`config.mk`:
```
export PLATFORM = sky130hd
export DESIGN_NAME = lcd_peripheral
export DESIGN_NICKNAME = d
export VERILOG_FILES = /design/src/rtl/lcd_peripheral.sv
export SDC_FILE = /design/constraint.sdc
export NUM_CORES = 1
export LEC_CHECK = 0
export BUFFER_PORTS_ARGS = -buffer_cell sky130_fd_sc_hd__buf_2
export CORE_MARGIN = 4
export CORE_UTILIZATION = 45
export DETAILED_ROUTE_END_ITERATION = 16
export GPL_TIMING_DRIVEN = 0
export PLACE_DENSITY = 0.66
export SLEW_MARGIN = 10
export SYNTH_ARGS = -nofsm -noshare
export SYNTH_HDL_FRONTEND = slang
export SYNTH_SLANG_ARGS = --single-unit
```
`constraint.sdc`:
```
create_clock -name clk -period 3.7 [get_ports clk]
set_input_delay 0.37 -clock clk [delete_from_list [all_inputs] [get_ports clk]]
set_output_delay 0.37 -clock clk [all_outputs]
set_load 0.1 [all_outputs]
```
`src/rtl/lcd_peripheral.sv`:
```
// rtl/lcd_peripheral.sv - HD44780 character LCD driver with 4-entry write FIFO
module lcd_peripheral #(
    parameter int E_PULSE   = 12,
    parameter int CMD_WAIT  = 2000,
    parameter int CLR_WAIT  = 80000,
    parameter int INIT_WAIT = 1000000
) (
    input  logic       clk,
    input  logic       rst,
    input  logic       wr_en,
    input  logic [7:0] wr_data,
    output logic       full,
    output logic       ready,
    output logic       lcd_rs,
    output logic       lcd_rw,
    output logic       lcd_e,
    output logic [7:0] lcd_data
);

    // A wait of W cycles ends when the counter reaches W-1; W of 0 or 1 is one cycle.
    function automatic int lastof(input int w);
        return (w <= 1) ? 0 : w - 1;
    endfunction

    localparam int MAX_A   = (E_PULSE > CMD_WAIT) ? E_PULSE : CMD_WAIT;
    localparam int MAX_B   = (CLR_WAIT > INIT_WAIT) ? CLR_WAIT : INIT_WAIT;
    localparam int MAX_W   = (MAX_A > MAX_B) ? MAX_A : MAX_B;
    localparam int CW      = (MAX_W < 1) ? 1 : $clog2(MAX_W + 1);
    localparam logic [CW-1:0] E_LAST    = CW'(lastof(E_PULSE));
    localparam logic [CW-1:0] CMD_LAST  = CW'(lastof(CMD_WAIT));
    localparam logic [CW-1:0] CLR_LAST  = CW'(lastof(CLR_WAIT));
    localparam logic [CW-1:0] INIT_LAST = CW'(lastof(INIT_WAIT));

    typedef enum logic [2:0] {
        S_INIT_DELAY,
        S_INIT_SEQ,
        S_IDLE,
        S_SETUP,
        S_PULSE,
        S_SETTLE
    } state_t;

    state_t        state_q, state_d;
    logic [CW-1:0] cnt_q, cnt_d;
    logic [2:0]    init_idx_q, init_idx_d;
    logic          line_q, line_d;
    logic [3:0]    col_q, col_d;
    logic          wrap_q, wrap_d;
    logic          rs_q, rs_d;
    logic [7:0]    data_q, data_d;

    logic [7:0]    mem [4];
    logic [1:0]    wr_ptr_q, rd_ptr_q;
    logic [2:0]    count_q;
    logic          push, pop;
    logic [7:0]    head;
    logic [7:0]    init_cmd;
    logic [CW-1:0] settle_last;

    assign full     = (count_q == 3'd4);
    assign push     = wr_en && (!full || pop);
    assign head     = mem[rd_ptr_q];
    assign ready    = (state_q == S_IDLE) && (count_q == 3'd0) && !wrap_q && init_idx_q[2];
    assign lcd_rs   = rs_q;
    assign lcd_rw   = 1'b0;
    assign lcd_e    = (state_q == S_PULSE);
    assign lcd_data = data_q;

    // Clear-display needs the long settle; everything else uses the short one.
    assign settle_last = (!rs_q && data_q == 8'h01) ? CLR_LAST : CMD_LAST;

    // Power-up command table: 8-bit/2-line, display on, entry increment, clear.
    always_comb begin
        init_cmd = 8'h38;
        case (init_idx_q[1:0])
            2'd0: init_cmd = 8'h38;
            2'd1: init_cmd = 8'h0C;
            2'd2: init_cmd = 8'h06;
            2'd3: init_cmd = 8'h01;
            default: init_cmd = 8'h38;
        endcase
    end

    // FIFO storage; a full FIFO still accepts when a pop frees a slot this cycle.
    always_ff @(posedge clk) begin
        if (push) begin
            mem[wr_ptr_q] <= wr_data;
        end
    end

    // FIFO pointers and occupancy.
    always_ff @(posedge clk) begin
        if (rst) begin
            wr_ptr_q <= 2'd0;
            rd_ptr_q <= 2'd0;
            count_q  <= 3'd0;
        end else begin
            if (push) wr_ptr_q <= wr_ptr_q + 2'd1;
            if (pop)  rd_ptr_q <= rd_ptr_q + 2'd1;
            count_q <= count_q + {2'b00, push} - {2'b00, pop};
        end
    end

    // Transfer engine state register and held bus values.
    always_ff @(posedge clk) begin
        if (rst) begin
            state_q    <= S_INIT_DELAY;
            cnt_q      <= '0;
            init_idx_q <= 3'd0;
            line_q     <= 1'b0;
            col_q      <= 4'd0;
            wrap_q     <= 1'b0;
            rs_q       <= 1'b0;
            data_q     <= 8'h00;
        end else begin
            state_q    <= state_d;
            cnt_q      <= cnt_d;
            init_idx_q <= init_idx_d;
            line_q     <= line_d;
            col_q      <= col_d;
            wrap_q     <= wrap_d;
            rs_q       <= rs_d;
            data_q     <= data_d;
        end
    end

    // Next-state logic: init sequencing, byte translation, cursor tracking, timing.
    always_comb begin
        state_d    = state_q;
        cnt_d      = cnt_q;
        init_idx_d = init_idx_q;
        line_d     = line_q;
        col_d      = col_q;
        wrap_d     = wrap_q;
        rs_d       = rs_q;
        data_d     = data_q;
        pop        = 1'b0;
        case (state_q)
            S_INIT_DELAY: begin
                if (cnt_q == INIT_LAST) begin
                    cnt_d   = '0;
                    state_d = S_INIT_SEQ;
                end else begin
                    cnt_d = cnt_q + CW'(1);
                end
            end
            S_INIT_SEQ: begin
                rs_d       = 1'b0;
                data_d     = init_cmd;
                init_idx_d = init_idx_q + 3'd1;
                state_d    = S_SETUP;
            end
            S_IDLE: begin
                if (wrap_q) begin
                    // Column ran past 15: move to the other line before the next byte.
                    rs_d    = 1'b0;
                    data_d  = line_q ? 8'h80 : 8'hC0;
                    line_d  = ~line_q;
                    col_d   = 4'd0;
                    wrap_d  = 1'b0;
                    state_d = S_SETUP;
                end else if (count_q != 3'd0) begin
                    pop = 1'b1;
                    if (head == 8'h0C) begin
                        rs_d    = 1'b0;
                        data_d  = 8'h01;
                        line_d  = 1'b0;
                        col_d   = 4'd0;
                        state_d = S_SETUP;
                    end else if (head == 8'h0A) begin
                        rs_d    = 1'b0;
                        data_d  = line_q ? 8'h80 : 8'hC0;
                        line_d  = ~line_q;
                        col_d   = 4'd0;
                        state_d = S_SETUP;
                    end else if (head != 8'h00) begin
                        rs_d    = 1'b1;
                        data_d  = head;
                        col_d   = col_q + 4'd1;
                        wrap_d  = (col_q == 4'd15);
                        state_d = S_SETUP;
                    end
                end
            end
            S_SETUP: begin
                cnt_d   = '0;
                state_d = S_PULSE;
            end
            S_PULSE: begin
                if (cnt_q == E_LAST) begin
                    cnt_d   = '0;
                    state_d = S_SETTLE;
                end else begin
                    cnt_d = cnt_q + CW'(1);
                end
            end
            S_SETTLE: begin
                if (cnt_q == settle_last) begin
                    cnt_d   = '0;
                    state_d = init_idx_q[2] ? S_IDLE : S_INIT_SEQ;
                end else begin
                    cnt_d = cnt_q + CW'(1);
                end
            end
            default: begin
                cnt_d   = '0;
                state_d = S_INIT_DELAY;
            end
        endcase
    end

endmodule

```
==> flow_summary_export.csv <==
group,metric,value,unit
outcome,outcome,"finished, final reports clean",
detailed_routing,num_vias,3066,
floorplanning,die_y,102.7,um
timing,fin_crit,2.784,ns
critical_path,endpoint_kind,"register",
critical_path,worstSetupStartpointType,"register",
detailed_routing,drc,0,
timing,finClkSkew,0.01560,ns
detailed_routing,wirelength,8553,um
clocking,cts_sinks,82,
placed_design,place_congestion,0.8301,
synth,synth.cell_area,4034,um^2
timing,setup_tns,0,ns
timing,rsz0062_at_grt,"false",
power_and_ir_drop,p_total,0.001872,W
clocking,postCtsSetupBuffers,0,
clocking,cts_inserted_buffers,9,
power_and_ir_drop,power_density,418.5,nW/um^2
critical_path,crit-reg2reg-launch,"state_q[1]",
global_routing,grt_pass1_wl,14260,um
global_routing,grt_pass1_vias,2921,
synth,synth.avg_cell_area,9.985,um^2
final_layout,seqCellArea,1962,um^2
critical_path,cp-endpoint,"count_q[1]",
clocking,insertion_delay,0.36,ns
placed_design,dp.cells,533,
clocking,cts_buffer_depth,2,
floorplanning,pin_count,24,
floorplanning,die_w,102.7,um
timing,hold_viol,0,
critical_path,reg2reg_setup_slack,0.92,ns
detailed_routing,wl_per_cell,15.58,um
power_and_ir_drop,p_leak,1.536,nW
synth,yosysUniqueCellTypes,57,
detailed_routing,first_pass_iters,4,
final_layout,final_core_util,0.5131,
global_routing,antenna_found_initial,0,
clocking,cts_tree,"built",
critical_path,worst-path-max-fanout,8,
power_and_ir_drop,irDropWorstVdd,0.0002401,V
hold_path,hp-class,"input port to register",
timing,clock.fmax,359.1,MHz
final_layout,final_cells,549,
final_layout,area_growth_syn_to_layout,10.92,%
floorplanning,rows,34,
timing,setup_viol,0,
global_routing,grt_max_degree,19,
synth,synth_edf_count,32,
detailed_routing,ant_nets,0,
final_layout,filler_cell_count,784,
detailed_routing,initialDrtViolationCount,95,
floorplanning,core_area,8721,um^2
floorplanning,die_area,10540,um^2
critical_path,r2r_cells,10,
placed_design,port-buffer-count,21,
floorplanning,start_util,0.4626,
final_layout,drive_gt1_frac,0.1519,
final_layout,multiInputGateArea,1926,um^2
synth,synth.net_count,427,
timing,drv_slew,0,
timing,max_slew_margin,0.4724,
synth,ys_seq_elements,82,
synth,async_flop_share,0,
final_layout,final_cell_area,4474,um^2
timing,worstMarginPinSlew,0.7853,ns
synth,ys_seq_area_frac,0.4864,
timing,fin_crit_sh,0.7526,
clocking,cts_htree_levels,3,
critical_path,worstPathRequired,3.93,ns
synth,yosys_warnings,0,
critical_path,crit_start,"state_q[1]",
job,cap_violations,0,
detailed_routing,vias_per_cell,5.585,
placed_design,dpl.hpwl,6170,um
placed_design,postPlaceCellArea,4279,um^2
final_layout,n_antenna_cell,0,
global_routing,grt_usage,0.1743,
critical_path,arrival,3.01,ns
clocking,post_cts_resized,0,
synth,syn-instance-count,404,
critical_path,path_class,"register to register",
global_routing,grt-ovfl-total,0,
clocking,hold_buffers,0,
synth,ys.flop_type,"dfxtp_1",
critical_path,r2r-end,"count_q[1]",
clocking,path_clk_slew,0.10,ns
clocking,root_buffer,"clkbuf_8",
final_layout,nets,459,
placed cells by master, fill, tap and decap left out, types with 2 or more instances in the layout:
| cell | count |
|---|---|
| a22oi_1 | 3 |
| edfxtp_1 | 32 |
| mux4_2 | 8 |
| a221oi_1 | 2 |
| inv_8 | 4 |
| a31oi_1 | 2 |
| and3_1 | 6 |
| ha_1 | 11 |
| o32ai_1 | 2 |
| nand4_1 | 2 |
| or3_1 | 3 |
| nor4_1 | 9 |
| inv_6 | 2 |
| clkbuf_8 | 9 |
| buf_6 | 2 |
| a2111oi_2 | 2 |
| a21oi_1 | 26 |
| o21ai_0 | 13 |
| buf_2 | 25 |
| nor3b_1 | 2 |
| or4_1 | 2 |
| or4b_1 | 2 |
| nand2b_1 | 3 |
| o211ai_1 | 2 |
| xnor2_1 | 5 |
| nor3_1 | 17 |
| o22ai_1 | 15 |
| nand3_1 | 14 |
| inv_1 | 11 |
| a211oi_2 | 5 |
| nor2b_1 | 10 |
| nand2_1 | 36 |
| a211oi_1 | 2 |
| clkbuf_1 | 16 |
| nand3b_1 | 2 |
| nor2_1 | 38 |
| dfxtp_1 | 50 |
| and2_1 | 14 |
| o21a_1 | 5 |
| xor2_1 | 5 |
registers in the layout, summed over array words and instances (netlist names), named ones only:
register    count
rd_ptr_q        2
cnt_q          20
count_q         3
line_q          1
wr_ptr_q        2
init_idx_q      3
col_q           4
wrap_q          1
lcd_rs          1
mem            32
state_q         3
lcd_data        8
kinds of logic after synthesis:
| logic type | Yosys count | share of synthesized area |
|---|---|---|
| AOI/OAI and AO/OA | 90 | 0.1538 |
| xor gates and xnor gates | 10 | 0.02171 |
| adders and majority gates | 12 | 0.03908 |
| buffers and inverters | 34 | 0.03753 |
| DFF | 82 | 0.4864 |
| muxes | 9 | 0.04746 |
| other | 1 | 0.0009296 |
| and+or+nand+nor | 166 | 0.2131 |
metrics by stage:
stage               setup slack [ns]  hold slack (ns)
global route                  0.6434           0.2016
floorplan                     0.4849           0.4492
CTS                           0.8712           0.2035
finish                        0.9155           0.2162
detailed placement            0.8907           0.4723
global placement              0.9250           0.4619
worst min path at each step:
stage,slack (ns),cells after the start,end,start
after floorplan,0.45,2,cnt_q[1],cnt_q[1]
after CTS,0.20,1,mem[0][7],wr_data[7]
final,0.22,1,mem[0][7],wr_data[7]
after global placement,0.46,2,cnt_q[1],cnt_q[1]
after global routing,0.20,1,mem[3][0],wr_data[0]
after detailed placement,0.47,2,cnt_q[1],cnt_q[1]
cells in the mapped netlist (all sizes together), types with 2 or more instances:
cell type,number,area (um^2)
xnor2,5,43.79
clkbuf,16,60.06
a31oi,2,12.51
and3,6,37.54
a211oi,7,77.57
mux4,8,180.2
a22oi,3,22.52
or3,3,18.77
o21ai,14,70.06
o22ai,15,93.84
ha,11,137.6
a2111oi,2,30.03
buf,7,50.05
inv,11,41.29
nor4,11,90.08
nand3b,2,15.01
nor3,17,85.08
a21oi,27,138.9
xor2,5,43.79
nand2b,3,18.77
nand2,36,135.1
nor3b,3,22.52
or4b,2,20.02
nand3,14,70.07
or4,2,15.01
and2,14,87.58
nor2b,10,62.56
nand4,2,12.51
nor2,38,142.6
a221oi,2,17.52
o21a,6,52.55
o32ai,2,17.52
edfxtp,32,960.9
dfxtp,50,1001
o211ai,2,15.01
report_power, final:
group          leakage, nW  total (W)  switching (W)  internal [W]
clock                0.102   0.000652       0.000383      0.000269
combinational        0.737   0.000207       0.000138     0.0000696
sequential           0.697    0.00101      0.0000226      0.000990
total                 1.54    0.00187       0.000543       0.00133
critical path: stages (launching register included):
cell      delay, ns
dfxtp_1        0.31
buf_2          0.17
or3b_1         0.42
nand2b_1       0.16
clkbuf_1       0.21
a21boi_1       0.44
o21ai_0        0.16
nand2_1        0.10
ha_1           0.15
fa_1           0.40
nor2b_1        0.13
final cells by class:
| cell class | count | area share |
|---|---|---|
| plain buffers | 23 | 0.02461 |
| clock inverters | 7 | 0.01594 |
| clock buffers | 9 | 0.02768 |
| flip-flops and latches | 82 | 0.4385 |
| inverters | 11 | 0.009228 |
| multi-input cells | 288 | 0.4304 |
| repair buffers | 21 | 0.02349 |
| well taps | 108 | 0.03020 |
layer usage:
metal	GRT usage	vias to the layer above	share of wire
li1	-	1551	-
met1	0.2377	1454	0.47
met2	0.2761	52	0.47
met3	0.03248	9	0.038
met4	0.06660	0	0.015
met5	0	-	0
Power figures use the tool's default switching activity.
